### config.mk
export PLATFORM = sky130hd
export DESIGN_NAME = bu_bht_flat
export DESIGN_NICKNAME = d
export VERILOG_FILES = /design/src/rtl/bu_pkg.sv /design/src/rtl/bu_bht_if.sv /design/src/rtl/bu_cmp.sv /design/src/rtl/bu_bht.sv /design/src/flat_wrapper.sv
export SDC_FILE = /design/constraint.sdc
export NUM_CORES = 1
export LEC_CHECK = 0
export ABC_AREA = 1
export BUFFER_PORTS_ARGS = -buffer_cell sky130_fd_sc_hd__buf_2
export CELL_PAD_IN_SITES_DETAIL_PLACEMENT = 1
export CELL_PAD_IN_SITES_GLOBAL_PLACEMENT = 1
export CORE_UTILIZATION = 37
export CTS_BUF_LIST = sky130_fd_sc_hd__clkbuf_8
export DETAILED_ROUTE_END_ITERATION = 10
export PLACE_DENSITY = 0.82
export SYNTH_ARGS = -nofsm -noshare
export SYNTH_HDL_FRONTEND = slang
export SYNTH_HIERARCHICAL = 1
export SYNTH_SLANG_ARGS = --single-unit
### constraint.sdc
create_clock -name clk -period 4.1 [get_ports clk]
set_clock_uncertainty 0.1 [all_clocks]
set_input_delay 0.41 -clock clk [delete_from_list [all_inputs] [get_ports clk]]
set_output_delay 0.41 -clock clk [all_outputs]
set_load 0.02 [all_outputs]
### src/rtl/bu_pkg.sv
// Branch unit shared definitions: BrOp field encodings and BHT counter type.
package bu_pkg;
  localparam logic [1:0] BR_NONE = 2'b00;
  localparam logic [1:0] BR_COND = 2'b01;
  localparam logic       BR_JUMP = 1'b1;

  localparam logic [2:0] F3_BEQ  = 3'b000;
  localparam logic [2:0] F3_BNE  = 3'b001;
  localparam logic [2:0] F3_BLT  = 3'b100;
  localparam logic [2:0] F3_BGE  = 3'b101;
  localparam logic [2:0] F3_BLTU = 3'b110;
  localparam logic [2:0] F3_BGEU = 3'b111;

  typedef logic [1:0] bht_ctr_t;
  localparam bht_ctr_t CTR_SNT = 2'b00;
  localparam bht_ctr_t CTR_WNT = 2'b01;
  localparam bht_ctr_t CTR_WT  = 2'b10;
  localparam bht_ctr_t CTR_ST  = 2'b11;

  // Saturating 2-bit counter step toward the resolved outcome.
  function automatic bht_ctr_t ctr_train(input bht_ctr_t c, input logic taken);
    if (taken) return (c == CTR_ST)  ? CTR_ST  : bht_ctr_t'(c + 2'b01);
    else       return (c == CTR_SNT) ? CTR_SNT : bht_ctr_t'(c - 2'b01);
  endfunction
endpackage

### src/rtl/bu_bht_if.sv
// Fetch lookup, execute resolve and statistics signals of the branch unit.
interface bu_bht_if #(parameter int XLEN = 32, parameter int STAT_W = 16);
  logic [XLEN-1:0]   pred_pc_i;
  logic              pred_taken_o;
  logic              res_valid_i;
  logic [XLEN-1:0]   res_pc_i;
  logic [XLEN-1:0]   A;
  logic [XLEN-1:0]   B;
  logic [4:0]        BrOp;
  logic              pred_i;
  logic              NextPCSrc;
  logic              flush_o;
  logic [STAT_W-1:0] br_cnt_o;
  logic [STAT_W-1:0] mispred_cnt_o;

  modport master (output pred_pc_i, res_valid_i, res_pc_i, A, B, BrOp, pred_i,
                  input  pred_taken_o, NextPCSrc, flush_o, br_cnt_o, mispred_cnt_o);
  modport slave  (input  pred_pc_i, res_valid_i, res_pc_i, A, B, BrOp, pred_i,
                  output pred_taken_o, NextPCSrc, flush_o, br_cnt_o, mispred_cnt_o);
endinterface

### src/rtl/bu_cmp.sv
// Combinational branch resolve: decodes BrOp and compares A/B.
module bu_cmp
  import bu_pkg::*;
#(parameter int XLEN = 32)
(
  input  logic [XLEN-1:0] A,
  input  logic [XLEN-1:0] B,
  input  logic [4:0]      BrOp,
  output logic            taken,
  output logic            is_cond,
  output logic            is_jump
);
  always_comb begin
    taken   = 1'b0;
    is_jump = (BrOp[4] == BR_JUMP);
    // funct3 010/011 are reserved and behave as no-branch
    is_cond = (BrOp[4:3] == BR_COND) && (BrOp[2:1] != 2'b01);
    if (is_jump) taken = 1'b1;
    else if (is_cond) begin
      case (BrOp[2:0])
        F3_BEQ:  taken = (A == B);
        F3_BNE:  taken = (A != B);
        F3_BLT:  taken = ($signed(A) <  $signed(B));
        F3_BGE:  taken = ($signed(A) >= $signed(B));
        F3_BLTU: taken = (A <  B);
        F3_BGEU: taken = (A >= B);
        default: taken = 1'b0;
      endcase
    end
  end
endmodule

### src/rtl/bu_bht.sv
// Branch unit with a 2-bit saturating-counter BHT, mispredict flush and stats.
module bu_bht
  import bu_pkg::*;
#(
  parameter int XLEN        = 32,
  parameter int BHT_ENTRIES = 64,
  parameter int STAT_W      = 16
)(
  input logic clk,
  input logic rst,
  bu_bht_if.slave bus
);
  localparam int IDX_W = $clog2(BHT_ENTRIES);

  bht_ctr_t          bht [BHT_ENTRIES];
  logic [STAT_W-1:0] br_cnt, mis_cnt;
  logic              taken, is_cond, is_jump, upd, flush;
  logic [IDX_W-1:0]  pred_idx, res_idx;

  bu_cmp #(.XLEN(XLEN)) u_cmp (
    .A(bus.A), .B(bus.B), .BrOp(bus.BrOp),
    .taken(taken), .is_cond(is_cond), .is_jump(is_jump)
  );

  assign pred_idx = bus.pred_pc_i[IDX_W+1:2];
  assign res_idx  = bus.res_pc_i[IDX_W+1:2];

  logic unused_pc_bits;
  assign unused_pc_bits = ^{bus.pred_pc_i[XLEN-1:IDX_W+2], bus.pred_pc_i[1:0],
                            bus.res_pc_i[XLEN-1:IDX_W+2],  bus.res_pc_i[1:0]};

  assign upd   = bus.res_valid_i && is_cond;
  // Jumps are never predicted at fetch, so every resolved jump redirects.
  assign flush = !rst && bus.res_valid_i &&
                 ((is_cond && (taken != bus.pred_i)) || is_jump);

  always_ff @(posedge clk) begin
    if (rst) begin
      for (int i = 0; i < BHT_ENTRIES; i++) bht[i] <= CTR_WNT;
      br_cnt  <= '0;
      mis_cnt <= '0;
    end else begin
      if (upd) bht[res_idx] <= ctr_train(bht[res_idx], taken);
      if (upd && (br_cnt != '1))   br_cnt  <= br_cnt  + STAT_W'(1);
      if (flush && (mis_cnt != '1)) mis_cnt <= mis_cnt + STAT_W'(1);
    end
  end

  assign bus.pred_taken_o  = bht[pred_idx][1];
  assign bus.NextPCSrc     = taken;
  assign bus.flush_o       = flush;
  assign bus.br_cnt_o      = br_cnt;
  assign bus.mispred_cnt_o = mis_cnt;
endmodule

### src/flat_wrapper.sv
// flat-port wrapper written by rule: the top's interface ports become plain ports
module bu_bht_flat import bu_pkg::*;
#(
  parameter int XLEN        = 32,
  parameter int BHT_ENTRIES = 64,
  parameter int STAT_W      = 16
)
  (clk, rst, bus_pred_pc_i, bus_res_valid_i, bus_res_pc_i, bus_A, bus_B, bus_BrOp, bus_pred_i, bus_pred_taken_o, bus_NextPCSrc, bus_flush_o, bus_br_cnt_o, bus_mispred_cnt_o);
  bu_bht_if #(.XLEN(XLEN), .STAT_W(STAT_W)) bus_i ();
  input logic clk;
  input logic rst;
  input wire logic [$bits(bus_i.pred_pc_i)-1:0] bus_pred_pc_i;
  input wire logic [$bits(bus_i.res_valid_i)-1:0] bus_res_valid_i;
  input wire logic [$bits(bus_i.res_pc_i)-1:0] bus_res_pc_i;
  input wire logic [$bits(bus_i.A)-1:0] bus_A;
  input wire logic [$bits(bus_i.B)-1:0] bus_B;
  input wire logic [$bits(bus_i.BrOp)-1:0] bus_BrOp;
  input wire logic [$bits(bus_i.pred_i)-1:0] bus_pred_i;
  output wire logic [$bits(bus_i.pred_taken_o)-1:0] bus_pred_taken_o;
  output wire logic [$bits(bus_i.NextPCSrc)-1:0] bus_NextPCSrc;
  output wire logic [$bits(bus_i.flush_o)-1:0] bus_flush_o;
  output wire logic [$bits(bus_i.br_cnt_o)-1:0] bus_br_cnt_o;
  output wire logic [$bits(bus_i.mispred_cnt_o)-1:0] bus_mispred_cnt_o;
  assign bus_i.pred_pc_i = bus_pred_pc_i;
  assign bus_i.res_valid_i = bus_res_valid_i;
  assign bus_i.res_pc_i = bus_res_pc_i;
  assign bus_i.A = bus_A;
  assign bus_i.B = bus_B;
  assign bus_i.BrOp = bus_BrOp;
  assign bus_i.pred_i = bus_pred_i;
  assign bus_pred_taken_o = bus_i.pred_taken_o;
  assign bus_NextPCSrc = bus_i.NextPCSrc;
  assign bus_flush_o = bus_i.flush_o;
  assign bus_br_cnt_o = bus_i.br_cnt_o;
  assign bus_mispred_cnt_o = bus_i.mispred_cnt_o;
  bu_bht #(.XLEN(XLEN), .BHT_ENTRIES(BHT_ENTRIES), .STAT_W(STAT_W)) u_core (.clk(clk), .rst(rst), .bus(bus_i));
endmodule
======== Word-level counts from Yosys, hierarchy flattened ========
Memories as Yosys holds them, arrays and structs flattened.
Cells that the tools add are included.
W data, S select, Z words.
word-level totals
  register bits ........................... 32
  memory bits (writable) .................. 128
  input port bits ......................... 137
  output and inout port bits .............. 35
  logic and storage cells ................. 52
  memories ................................ 1
memory list
  memory      depth  width  rd ports  clocked after Yosys merged registers in  wr ports  RTL line      source
  u_core.bht  64     2      2         0                                        64        bu_bht.sv:15  bht_ctr_t bht [BHT_ENTRIES];
cells by class
  add/subtract/negate cells ............... 4
  $lt $le $gt $ge ......................... 4
  equal/unequal tests ..................... 13
  muxes and demuxes ....................... 16
  reductions and logical operators ........ 12
operators by type and width
  operator                 number
  $ge A32 B32 Y1           2
  $lt A32 B32 Y1           2
  $add A16 B1 Y16 const B  2
  $eq A32 B32 Y1           1
  $ne A16 B16 Y1 const B   2
  $ne A32 B32 Y1           1
  $eq A3 B3 Y1 const B     4
  $mux W2                  6
  $mux W1                  8
  $logic_and A1 B1 Y1      7
  $mux W6                  1
  $pmux W1 S6              1
  $eq A3 B1 Y1 const B     1
  $logic_not A3 Y1         1
  $add A2 B1 Y2 const B    1
  $eq A2 B1 Y1 const B     1
  $eq A2 B2 Y1 const B     1
  $logic_not A2 Y1         1
  $ne A2 B1 Y1 const B     1
  $reduce_or A2 Y1         1
  $sub A2 B1 Y2 const B    1
  $logic_not A1 Y1         1
  $logic_or A1 B1 Y1       1
  $ne A1 B1 Y1             1

======== Longest topological paths before layout ========
Gate-level depths: netlist of run 1.
  depth after elaboration ................. 9
  mapped depth ............................ 28
  mapped depth without buffers ............ 28

======== By module ========
The synthesis of run 1 kept the hierarchy.
modules (own cells, without submodules)
  module  instances  cells each  area an instance (um^2)  seq. area each (um^2)
  bu_bht  1          1263        9228.9                   4484.3
  bu_cmp  1          172         1002.2                   0.0

======== Worst setup path before layout of run 1 ========
Ideal clock, no wire load.
  path kind ............................... input-to-reg
  start point ............................. input port bus_B[31]
  end point ............................... register u_core.mis_cnt[14], in the netlist u_core/bus.mispred_cnt_o[14]
  setup time .............................. 117 ps
  data arrival time ....................... 3351 ps
  data required time ...................... 3883 ps
  slack ................................... 532 ps
  stages .................................. 22
  path through ............................ inv_1 > ha_1 > nand2_2 > nor2_2 > nand2_2 > nor3b_2 > nand2_1 > nand2_1 > nand2_1 > nand3_1 > nand2_1 > nand3_1 > nand2_1 > nand2_1 > or2_2 > nand3_1 > a21oi_1 > nand2_1 > nor2_1 > nand4_1 > o21ai_0 > nor2_1
on the way
  longest elaborated chain between the ends .. 9
  elaborated cells between the ends (all ways) .. 14
  those cells by class .................... order compare (4); eq/ne (3); mux (3); reduce/logical (4)
ends and longest elaborated chain
  item                                          RTL line            source
  from (decl)                                   flat_wrapper.sv:16  input wire logic [$bits(bus_i.B)-1:0] bus_B;
  $ge A32 B32 Y1, or another cell as far along  bu_cmp.sv:26        F3_BGEU: taken = (A >= B);
  $pmux W1 S6 *                                 bu_cmp.sv:20        case (BrOp[2:0])
  $mux W1 *                                     bu_cmp.sv:19        else if (is_cond) begin
  $mux W1 *                                     bu_cmp.sv:18        if (is_jump) taken = 1'b1;
  net bus_NextPCSrc                             flat_wrapper.sv:20  output wire logic [$bits(bus_i.NextPCSrc)-1:0] bus_NextPCSrc;
  $ne A1 B1 Y1 *                                bu_bht.sv:35        ((is_cond && (taken != bus.pred_i)) || is_jump);
  $logic_and A1 B1 Y1 *                         bu_bht.sv:35
  $logic_or A1 B1 Y1 *                          bu_bht.sv:35
  $logic_and A1 B1 Y1 *                         bu_bht.sv:34        assign flush = !rst && bus.res_valid_i &&
  net bus_flush_o                               flat_wrapper.sv:21  output wire logic [$bits(bus_i.flush_o)-1:0] bus_flush_o;
  $logic_and A1 B1 Y1 *                         bu_bht.sv:45        if (flush && (mis_cnt != '1)) mis_cnt <= mis_cnt + STAT_W'(1);
  to (signal assigned)                          bu_bht.sv:45
  to (decl)                                     bu_bht.sv:16        logic [STAT_W-1:0] br_cnt, mis_cnt;
Mark *: on every way through the listed nets, which the timed path passes. The rest lies on a longest branch.
A chain may end at the register's enable or synchronous reset.

======== Final worst setup path of run 1 ========
  start point ............................. input port bus_A[31]
  end point ............................... output port bus_flush_o
on the way
  longest elaborated chain between the ends .. 8
  elaborated cells between the ends (all ways) .. 13
  those cells by class .................... order compare (4); eq/ne (3); mux (3); reduce/logical (3)
ends and longest elaborated chain
  item                                          RTL line            source
  from (decl)                                   flat_wrapper.sv:15  input wire logic [$bits(bus_i.A)-1:0] bus_A;
  $ge A32 B32 Y1, or another cell as far along  bu_cmp.sv:26
  $pmux W1 S6 *                                 bu_cmp.sv:20
  $mux W1 *                                     bu_cmp.sv:19
  $mux W1 *                                     bu_cmp.sv:18
  $ne A1 B1 Y1 *                                bu_bht.sv:35
  $logic_and A1 B1 Y1 *                         bu_bht.sv:35
  $logic_or A1 B1 Y1 *                          bu_bht.sv:35
  $logic_and A1 B1 Y1 *                         bu_bht.sv:34
  to (decl)                                     flat_wrapper.sv:21
Every way passes the cells marked *; elsewhere a longest branch is shown, timed or not.

==> results.md, run 1 <==
- The flow ran to the end, and the final reports show no timing, DRC or antenna violations.
- The number of pins exceeding their max-slew limit in the final report is 0.
- The clock reaches the later pin of the worst-skew pair after 0.48 ns.
- Setup repair after global routing left no endpoint under its margin.
- The final clock period utilization by the worst path is 79.6%.
- The tree is rooted in a clkbuf_8.
- The worst hold slack after final layout is 0.201 ns.
- The sequential-to-total area share from yosys stat is 43.8%.
- The post-detailed-route count of antenna-violating nets is 0.
- Yosys attributes the largest share of cell area to edfxtp_1 (38%), nand2_1 (17%), nor2_1 (7.9%), inv_1 (7.3%), dfxtp_1 (6.3%).
- The top metal layer carrying routed signals is met4.
- The hold violation total from the final report is 0.
- The die outline height is 168 µm.
- The H-tree was split into 4 levels.
- Summed over all cells, the static leakage comes to 4.93 nW.
- STA classifies the critical path startpoint as an input port.
- The TritonCTS sink count is 160.
- The maximum vdd drop is 0.183 mV.
- After clock tree synthesis, the clock-pin slew on the worst setup and hold paths is 0.08 ns.
- The via count of the routed design is 9961.
- For this run, the top clock speed supported by timing is 307 MHz.
- The longest clock path from root to sink contains 2 buffers.
- The area share of the leading cell type in the synthesized netlist is 37.6%.
- The storage element area is 4480 µm².
- Post-CTS timing repair inserted 0 buffers for setup.
- The total iterations of the first detailed-routing run is 5.
- The die covers 28300 µm².
- In the layout the commonest cells are nand2_1 (450), nor2_1 (216), inv_1 (197).
- The most common cell after layout, fill and taps aside is nand2_1.
- In the synthesized netlist the async set-or-reset flop fraction comes to 0%.
- The starting utilization of the core area is 37.9%.
- The count of buffers added on input and output ports is 119.
- The number of setup violations in the final report is 0.
- The number of antenna violations at the first check in global routing is 0.
- For this block, the initial DRC count from the detailed router was 553.
- The required arrival time at the worst endpoint is 3.59 ns.
- The net count of the finished layout is 1698.
- The count of boundary I/O pins is 172.
- The detailed router put a total of 13200 µm of wire on met1.
- Counting distinct cell types in the post-synthesis netlist gives 38.
- The number of max-cap violations is 0.
- The first-pass GRT wire length is 51800 µm.
- Synthesis inferred 160 register bits.
- The worst hold path was traced through 2 stages.
- The area growth from synthesis to layout is 11.7%.
- Synthesis handed over a netlist of 1435 instances.
- Measured against its own limit, the worst slew margin works out to 32.3%.
- Dividing the detail-routed wire length by the instance count gives 17.2 µm.
- The combined global-route utilization of all metal layers is 23.6%.
- The maximum fanout encountered on the critical timing path is 4.
- The final estimated routing congestion in global placement is 0.843.
- The cell area after technology mapping is 10200 µm².
- Of the cells placed in the final design, the portion with a size suffix greater than 1 is 12.0%.
- The number of cells on the worst reg-to-reg path is 11.
- Using the TritonRoute via totals, the vias-per-cell ratio works out to 5.30.
- The site row count is 60.
- The total congestion overflow is 0.
- The number of synthesized flops with an enable pin is 128.
- The synthesized net count is 1606.
- The top flip-flop cell by instance count after synthesis is edfxtp_1.
- At the pin with the least slew margin, the transition time is 1.01 ns.
- Once the clock tree was built, the resizer swapped 0 gates to a different size.
- Entering global routing, the biggest net connects 85 pins.
- STA puts the critical path data arrival time at 2.75 ns.
- Fill cells in the final layout number 3515.
- The half-perimeter wire length after placement is 22100 µm.
- Wire segments on met3 add up to 1760 µm in the final route.
- The width of the chip is 168 µm.
- The cell area power density is 307 nW/µm².
- The path class of the tightest hold or removal check is input port to flop.
- After detailed routing, the number of remaining DRC violations is 0.
- Yosys printed 6 warnings.
- The worst setup path is captured at an output port.
- Summed over all instances, the cell type with the most area after synthesis is edfxtp_1.
- The antenna diode count is 0.
- The clock period could shrink to 3.26 ns.
- The classification of the worst setup path is input port to output port.
- In the detailed route, the total length drawn on met2 is 16600 µm.
- The number of global-route vias before repair is 10300.
- The total clock buffers created by CTS is 17.
- The total of hold buffers inserted after clock tree synthesis is 0.
- The total wirelength of the detailed-routed design is 32400 µm.
- The synthesized area per cell is 7.13 µm².
- The CTS tree is yes.
- The sum of negative setup slack is 0 ns.
- The core area is 27000 µm².
- The multi-input gate area in the final layout is 4630 µm².
worst max-delay path, stage by stage:
cell	delay (ns)
buf_2	0.10
ha_1	0.34
a21oi_1	0.17
o21a_1	0.14
nand2_1	0.05
a21oi_1	0.25
nand3_1	0.16
nand3_1	0.11
nand2_1	0.05
nand3_1	0.07
nand2_1	0.06
nand2_1	0.17
or2_2	0.15
nand3_1	0.06
a21oi_1	0.24
buf_2	0.22
synth_stat cells, drive strengths merged, types with 4 or more instances:
cell type    n
nand2      456
nor3        22
buf         41
o211ai      13
clkbuf      23
dfxtp       32
a21oi       44
o221ai       4
nor2       219
ha          34
xor2         5
or2          6
nor4         4
edfxtp     128
inv        201
nand3      119
o22ai        4
nand4        7
o21ai       60
final cells by class:
type | instances | area share (%)
clock buffer | 17 | 2.05
clock inverter | 15 | 1.16
inverter | 201 | 6.60
multi-input combinational | 1010 | 40.5
sequential | 160 | 39.2
tap | 341 | 3.73
timing repair buffer | 137 | 6.72
logic make-up (layout without fill, tap and decap cells):
logic type	count (synthesis)	count (layout)	share of synthesized area, %
and+or+nand+nor	840	840	33.5
buffers and inverters	265	370	11.0
DFF	160	160	43.8
AOI/OAI and AO/OA	130	130	7.01
adders and majority gates	34	34	4.16
xor gates and xnor gates	6	6	0.514
per-stage QoR:
| step | worst slack, ns | std cells | power [mW] | area, µm² | util (%) |
|---|---|---|---|---|---|
| floorplan | 0.532 | 1435 | 2.22 | 10200 | - |
| detailed placement | 0.374 | 1849 | 2.41 | 11100 | 40.9 |
| global placement | 0.473 | 1849 | 2.38 | 11100 | 40.9 |
| global route | 0.520 | 1881 | 3.65 | 11400 | 42.3 |
| CTS | 0.799 | 1881 | 3.53 | 11400 | 42.3 |
| finish | 0.838 | 1881 | 3.51 | 11400 | 42.3 |
sequential cells by signal, indices dropped and copies added, names as in the netlist:
| name | count |
|---|---|
| u_core/bht | 128 |
| u_core/bus.br_cnt_o | 16 |
| u_core/bus.mispred_cnt_o | 16 |
routing by layer:
metal	track usage [%]	vias up
met4	8.74	0
met5	0	-
met3	3.90	64
met1	27.6	4858
met2	43.3	291
li1	-	4748
path summary, 6_finish.rpt:
kind / slack [ns] / end / from
hold / removal: 0.20 / u_core/bus.br_cnt_o[12] / rst
setup / recovery: 0.84 / bus_flush_o / bus_A[31]
setup reg to reg: 1.45 / u_core/bht[34][1] / u_core/bht[23][1]
hold reg to reg: 0.41 / u_core/bus.mispred_cnt_o[0] / u_core/bus.mispred_cnt_o[0]
power breakdown:
part | switching [mW] | internal [mW]
registers | 0.0147 | 1.77
clock network | 0.650 | 0.485
logic | 0.417 | 0.170
No activity file was read; power rests on OpenSTA's default activity.
==> run 2: changes to the inputs <==
clock period = 3.1 ns   (was 4.1 ns; I/O delays follow)
==> results.md, run 2 (synthesis gave the netlist of run 1 again) <==
- The maximum number of pins on one net before global-route repair is 70 (-18%).
- The leakage power summed over all cells is 5.10 nW (+3.6%).
- The number of buffers between clock root and the deepest sink is 2 (unchanged).
- The remaining routing DRC violations was 0 (unchanged).
- The detailed-routing wirelength on met1 was 13800 µm (+4.9%).
- The total iterations of the first detailed-routing run is 5 (unchanged).
- The total congestion overflow is 0 (unchanged).
- The filler cell count in the final layout is 3514 (-0.028%).
- The antenna diode count came to 0 (unchanged).
- The number of max-cap violations was 0 (unchanged).
- The width of the chip is 168 µm (unchanged).
- The via count of the routed design is 10000 (+0.72%).
- The sum of negative setup slack is 0 ns (unchanged).
- The full die area is 28300 µm² (unchanged).
- The number of global-route vias before repair is 10700 (+3.5%).
- The half-perimeter wire length after placement is 23600 µm (+6.8%).
- The total clock buffers created by CTS is 17 (unchanged).
- The count of boundary I/O pins is 172 (unchanged).
- Leaving out fill and tap cells, the most frequent cell in the layout is nand2_1.
- The data arrival time at the worst-slack endpoint is 2.51 ns (-0.24 ns).
- The post-detailed-route count of antenna-violating nets is 0 (unchanged).
- The number of standard cells in the final layout excluding fillers is 1905 (+1.3%).
- The number of pins exceeding their max-slew limit in the final report was 0 (unchanged).
- The cell area after placement is 11300 µm² (+2.2%).
- The proportion of layout cells with a drive suffix above 1 was 15.3% (+3.3 points).
- The worst setup slack after layout is 0.179 ns (-0.660 ns).
- The class of the most critical hold timing path is input port to flop.
- The normalized max-slew margin is 42.4% (+10 points).
- The number of setup violations in the final report is 0 (unchanged).
- The measured slew at the worst slew-check pin is 0.865 ns (-0.150 ns).
- The routed length on met3 was 1830 µm (+4.2%).
- The share of power burned in registers is 48.9% (-2.0 points).
- The starting utilization of the core area is 37.9% (unchanged).
- The site row count came to 60 (unchanged).
- The number of flip-flops under the largest register name is 128 (unchanged).
- The cell area power density was 406 nW/µm² (+32%).
- The pre-CTS worst setup slack is -0.266 ns (-0.640 ns).
- The maximum fanout encountered on the critical timing path is 4 (unchanged).
- The quantity of I/O buffers inserted on ports is 119 (unchanged).
- The TritonCTS sink count is 160 (unchanged).
- The level count of the clock H-tree is 4 (unchanged).
- The number of DRC markers in iteration 0 is 539 (-2.5%).
- The final clock period utilization by the worst path is 94.2%.
- The worst-skew pair later-pin latency is 0.49 ns (about the same).
- The cell area after layout is 11900 µm² (+4.2%).
- TritonCTS built the clock tree.
- The total wirelength of the detailed-routed design is 33600 µm (+3.8%).
- The core area is 27000 µm² (unchanged).
- The clock share of power came to 32.9% (+0.6 points).
- The critical path is of the input port to output port type.
- After layout, the minimum clock period comes to 2.92 ns.
- The total of hold buffers inserted after clock tree synthesis is 0 (unchanged).
- The run finished with clean final reports.
- The combined global-route utilization of all metal layers was 24.0% (+0.35 points).
- The switching part of the total power came to 30.7% (-0.19 points).
- The final estimated routing congestion in global placement is 0.863 (+2.3%).
- The overall power consumption is 4.83 mW (+38%).
- The combinational share of power is 18.2% (+1.4 points).
- The hold violation total from the final report is 0 (unchanged).
- The first-pass GRT wire length is 53100 µm (+2.3%).
- The via density per instance is 5.27 (-0.55%).
- The worst hold slack after final layout is 0.0929 ns (-0.108 ns).
- In the layout the commonest cells are nand2_1 (444), nor2_1 (209), inv_1 (197).
- The number of instances in the placed design came to 1873 (+1.3%).
- The design internal power is 3.35 mW (+38%).
- The root buffer cell chosen for the clock tree is clkbuf_8.
- Ranked by flip-flop count, first place goes to u_core/bht.
- The multi-input gate area in the final layout is 4850 µm² (+4.8%).
- The number of antenna violations at the first check in global routing was 0 (unchanged).
- The sort of element at the end of the critical path is an output port.
- The startpoint kind of the worst setup timing path is an input port.
- The per-cell routed wire length is 17.7 µm (+2.5%).
- The net switching power of the design is 1.48 mW (+37%).
- The utilization after layout came to 44.1% (+1.8 points).
- The top metal layer carrying routed signals is met4.
- The amount of wire on met2 after detailed routing is 17300 µm (+4.7%).
- Derived from the worst setup path, the maximum achievable clock frequency is 342 MHz.
- The storage element area came to 4480 µm² (unchanged).
- The required arrival time at the worst endpoint is 2.69 ns (-0.90 ns).
- The maximum vdd drop came to 0.245 mV (+34%).
- Relative to the synthesized area, the layout overhead comes to 16.4%.
- The die outline height is 168 µm (unchanged).
- The number of nets in the finished design was 1723 (+1.5%).
- The register clock-pin slew on the reported worst setup and hold paths was 0.09 ns (about the same).
run 2: cell types whose count changed in the layout (fill, tap and decap cells not counted), sizes merged:
cell,previous run,this run
clkinv,7,4
bufinv,1,2
buf,137,162
inv,206,207
run 2: power groups by stage:
stage / Combinational, mW / Clock (mW) / Sequential (mW)
after floorplan: 0.528 / 0 / 2.41
after global placement: 0.801 / 0 / 2.41
after detailed placement: 0.834 / 0 / 2.41
after CTS: 0.841 / 1.62 / 2.36
after global routing: 0.962 / 1.70 / 2.37
final: 0.880 / 1.59 / 2.36
run 2: final timing paths:
path / start / to / slack (ns) / depth (start not counted)
worst max register to register: u_core/bht[23][1] / u_core/bht[30][1] / 0.72 / 12
worst min-delay path: rst / u_core/bus.br_cnt_o[0] / 0.09 / 2
worst min register to register: u_core/bus.br_cnt_o[4] / u_core/bus.br_cnt_o[4] / 0.40 / 2
worst max-delay path: bus_B[31] / bus_flush_o / 0.18 / 21
run 2: layout make-up:
| class | instances | share of cell area, % |
|---|---|---|
| multi-input cells | 1010 | 40.7 |
| flip-flops and latches | 160 | 37.6 |
| repair buffers | 162 | 8.47 |
| inverters | 201 | 6.33 |
| well taps | 341 | 3.58 |
| clock buffers | 17 | 1.96 |
| clock inverters | 14 | 1.29 |
run 2: worst max-delay path, cell delays in order:
cell,delay [ns]
buf_2,0.08
inv_1,0.05
ha_4,0.28
nand2_2,0.07
nor2_4,0.10
nand2_2,0.09
nor3b_4,0.23
nand2_2,0.11
nand2_1,0.06
o21ai_1,0.06
inv_1,0.05
nand2_1,0.05
nor2_1,0.08
nand3_1,0.09
nand2_1,0.09
nand2_2,0.07
or2_4,0.24
nand3_4,0.06
a21oi_4,0.06
buf_4,0.14
buf_4,0.15
run 2: metal layers:
metal | vias to the layer above | track usage, %
met4 | 0 | 7.75
met3 | 53 | 4.42
met1 | 4907 | 27.8
met5 | - | 0
met2 | 267 | 44.3
li1 | 4806 | -
run 2: timing repair:
action | in CTS | in global routing
pin swaps | 2 | 11
buffers inserted | 0 | 1
cloned | 0 | 0
resized for setup | 5 | 31
endpoints found under the setup margin | 1 | 2
==> run 3: changes to the inputs <==
CORE_UTILIZATION = 40   (was 37)
GPL_ROUTABILITY_DRIVEN = 0   (was unset)
PLACE_DENSITY = 0.87   (was 0.82)
==> results.md, run 3 (synthesis gave the netlist of run 1 again) <==
- The flow ran to the end, and the final reports show no timing, DRC or antenna violations.
- The hold violation total from the final report is 0 (unchanged).
- The storage element area came to 4480 µm² (unchanged).
- The required arrival time at the worst endpoint is 2.69 ns (about the same).
- The design internal power was 3.37 mW (+0.44%).
- The cell area after placement is 11300 µm² (-0.28%).
- The overall power consumption is 4.82 mW (-0.29%).
- The per-cell routed wire length is 18.1 µm (+2.7%).
- The maximum vdd drop is 0.226 mV (-7.7%).
- The share of power burned in registers is 49.0% (about the same).
- The via density per instance is 5.35 (+1.5%).
- The number of pins exceeding their max-slew limit in the final report is 0 (unchanged).
- The class of the most critical hold timing path is input port to flop.
- The core area is 25100 µm² (-7.1%).
- The start of the worst register-to-register path is u_core/bht[24][1].
- The via count of the routed design was 10100 (+0.93%).
- The buffers plus inverters on the worst setup path was 6 (+1).
- The total iterations of the first detailed-routing run came to 5 (unchanged).
- The leakage power summed over all cells is 5.13 nW (+0.59%).
- The clock share of power came to 31.8% (-1.1 points).
- The cell type group with the largest total delay on the critical path is simple AND/OR/NAND/NOR gates.
- The half-perimeter wire length after placement is 23200 µm (-2.0%).
- The quantity of I/O buffers inserted on ports was 119 (unchanged).
- The cell area after layout is 12100 µm² (+1.5%).
- The total wirelength of the detailed-routed design is 34400 µm (+2.1%).
- The number of antenna violations at the first check in global routing is 0 (unchanged).
- The setup slack of the worst register-to-register path is 0.73 ns (about the same).
- The pre-CTS worst setup slack came to -0.325 ns (-0.0586 ns).
- The clock tree root buffer cell is clkbuf_8.
- The remaining routing DRC violations was 0 (unchanged).
- The final clock period utilization by the worst path is 97.7% (+3.5 points).
- The delay of the slowest critical-path stage is 0.30 ns (+0.02 ns).
- The number of global-route vias before repair is 10600 (-0.26%).
- The cell area power density is 398 nW/µm² (-1.8%).
- The site row count came to 58 (-3.3%).
- The number of setup violations in the final report came to 0 (unchanged).
- The net switching power of the design is 1.45 mW (-1.9%).
- Tracing the worst setup path back leads to its startpoint at bus_B[14].
- The multi-input gate area in the final layout was 4960 µm² (+2.3%).
- The worst-skew pair later-pin latency is 0.47 ns (-0.02 ns).
- The antenna diode count came to 0 (unchanged).
- STA classifies the critical path startpoint as an input port.
- The final critical delay including setup and external delays came to 3.03 ns (+0.109 ns).
- The worst setup slack after layout was 0.0700 ns (-0.109 ns).
- The data arrival time at the worst-slack endpoint is 2.62 ns (+0.11 ns).
- The TritonCTS sink count came to 160 (unchanged).
- The switching part of the total power is 30.1% (-0.51 points).
- The signal on the critical path passes through buf_2 > inv_1 > ha_1 > nand2_1 > nor2_2 > buf_4 > a21oi_2 > nand2_2 > nand2_4 > nand3_1 > nand2_1 > inv_1 > nor2_1 > nand3_1 > nand2_1 > nand2_2 > nand2_1 > nand3_4 > a21oi_4 > buf_6 > buf_6.
- Leaving out fill and tap cells, the most frequent cell in the layout is nand2_1.
- The worst hold path startpoint is rst.
- The number of DRC markers in iteration 0 is 544 (+0.93%).
- The filler cell count in the final layout is 3245 (-7.7%).
- The measured slew at the worst slew-check pin is 0.998 ns (+0.134 ns).
- The area growth from synthesis to layout is 18.2%.
- The combinational share of power is 19.2% (+1.0 points).
- The critical path is of the input port to output port type.
- The maximum fanout encountered on the critical timing path is 4 (unchanged).
- The die outline height came to 162 µm (-3.8%).
- The combined global-route utilization of all metal layers is 25.9% (+1.9 points).
- The normalized max-slew margin is 33.5% (-8.9 points).
- The worst register-to-register path ends at u_core/bht[56][1].
- The first-pass GRT wire length is 52700 µm (-0.70%).
- u_core/bht holds more flip-flops than any other register.
- The proportion of layout cells with a drive suffix above 1 is 16.6% (+1.2 points).
- The cell depth of the worst flop-to-flop path came to 13 (+1).
- The total congestion overflow is 0 (unchanged).
- The CTS tree is yes.
- The top cell types in the final layout, fill and taps aside, are nand2_1 (440), nor2_1 (210), inv_1 (187).
- The highest achievable clock rate is 330 MHz (-3.6%).
- The sum of negative setup slack was 0 ns (unchanged).
- The number of nets in the finished design came to 1723 (unchanged).
- The slowest cell on the critical path is ha_1.
- The most numerous cell type found on the critical path is nand2_1.
- The width of the chip is 162 µm (-3.8%).
- The full die area is 26200 µm² (-7.4%).
- The total number of cells along the worst setup path is 21 (unchanged).
- The number of flip-flops under the largest register name is 128 (unchanged).
- The maximum number of pins on one net before global-route repair is 85 (+21%).
- The register clock-pin slew on the reported worst setup and hold paths is 0.09 ns (about the same).
- The worst setup path is captured at an output port.
- The count of boundary I/O pins is 172 (unchanged).
- The number of buffers between clock root and the deepest sink is 2 (unchanged).
- The level count of the clock H-tree is 4 (unchanged).
- The starting utilization of the core area was 40.7% (+2.9 points).
- The number of max-cap violations is 0 (unchanged).
- In this run the worst setup path terminates at bus_flush_o.
- The total clock buffers created by CTS came to 17 (unchanged).
- The post-detailed-route count of antenna-violating nets is 0 (unchanged).
- Setup repair after global routing could not meet its margin everywhere.
run 3: cell count changes in the layout (fill, tap and decap cells not counted), sizes merged:
cell,change
clkinvlp,+2
inv,-2
run 3: worst min-delay path by stage:
stage,endpoint,slack [ns],depth (start not counted)
floorplan,u_core/bus.mispred_cnt_o[12],0.29,1
global placement,u_core/bus.br_cnt_o[4],0.38,2
detailed placement,u_core/bus.br_cnt_o[4],0.39,2
CTS,u_core/bus.br_cnt_o[12],0.08,2
global route,u_core/bus.br_cnt_o[0],0.11,2
finish,u_core/bus.br_cnt_o[0],0.11,2
run 3: area by class of cell:
type,count,share of cell area [%]
repair buffers,162,9.10
flip-flops and latches,160,37.1
clock inverters,14,1.18
multi-input cells,1010,41.0
clock buffers,17,1.93
well taps,330,3.41
inverters,201,6.26
run 3: per-layer routing:
metal	vias to the layer above	track usage (%)	part of all wire [%]
met5	-	0	0
li1	4799	-	-
met4	0	9.73	3.5
met1	4900	29.6	39
met3	93	4.26	5.8
met2	334	48.0	52
run 3: per-stage QoR:
step / instances / utilization (%) / hold WS (ns)
after detailed placement: 1858 / 44.9 / 0.387
after CTS: 1890 / 46.5 / 0.0794
after floorplan: 1435 / - / 0.286
final: 1894 / 48.2 / 0.106
after global placement: 1858 / 44.9 / 0.378
after global routing: 1894 / 48.2 / 0.105
run 3: repair_timing:
| item | CTS | global route |
|---|---|---|
| resized for setup | 4 | 69 |
| pin swaps | 4 | 35 |
| hold buffers | 0 | 0 |
| setup endpoints to repair | 1 | 10 |
| setup buffers | 1 | 4 |
run 3: worst register-to-register path, delay by kind of cell, from the launching register on:
family	cells	cell delay, ns
and+or+nand+nor	10	1.11
DFF	1	0.43
buffers and inverters	2	0.29
AOI/OAI and AO/OA	1	0.19
run 3: power groups by stage:
stage	Sequential [mW]	Clock, mW	Combinational (mW)
2_1_floorplan	2.41	0	0.528
4_1_cts	2.36	1.56	0.836
3_5_place_dp	2.41	0	0.826
6_report	2.36	1.53	0.926
5_1_grt	2.37	1.63	1.00
3_3_place_gp	2.41	0	0.794
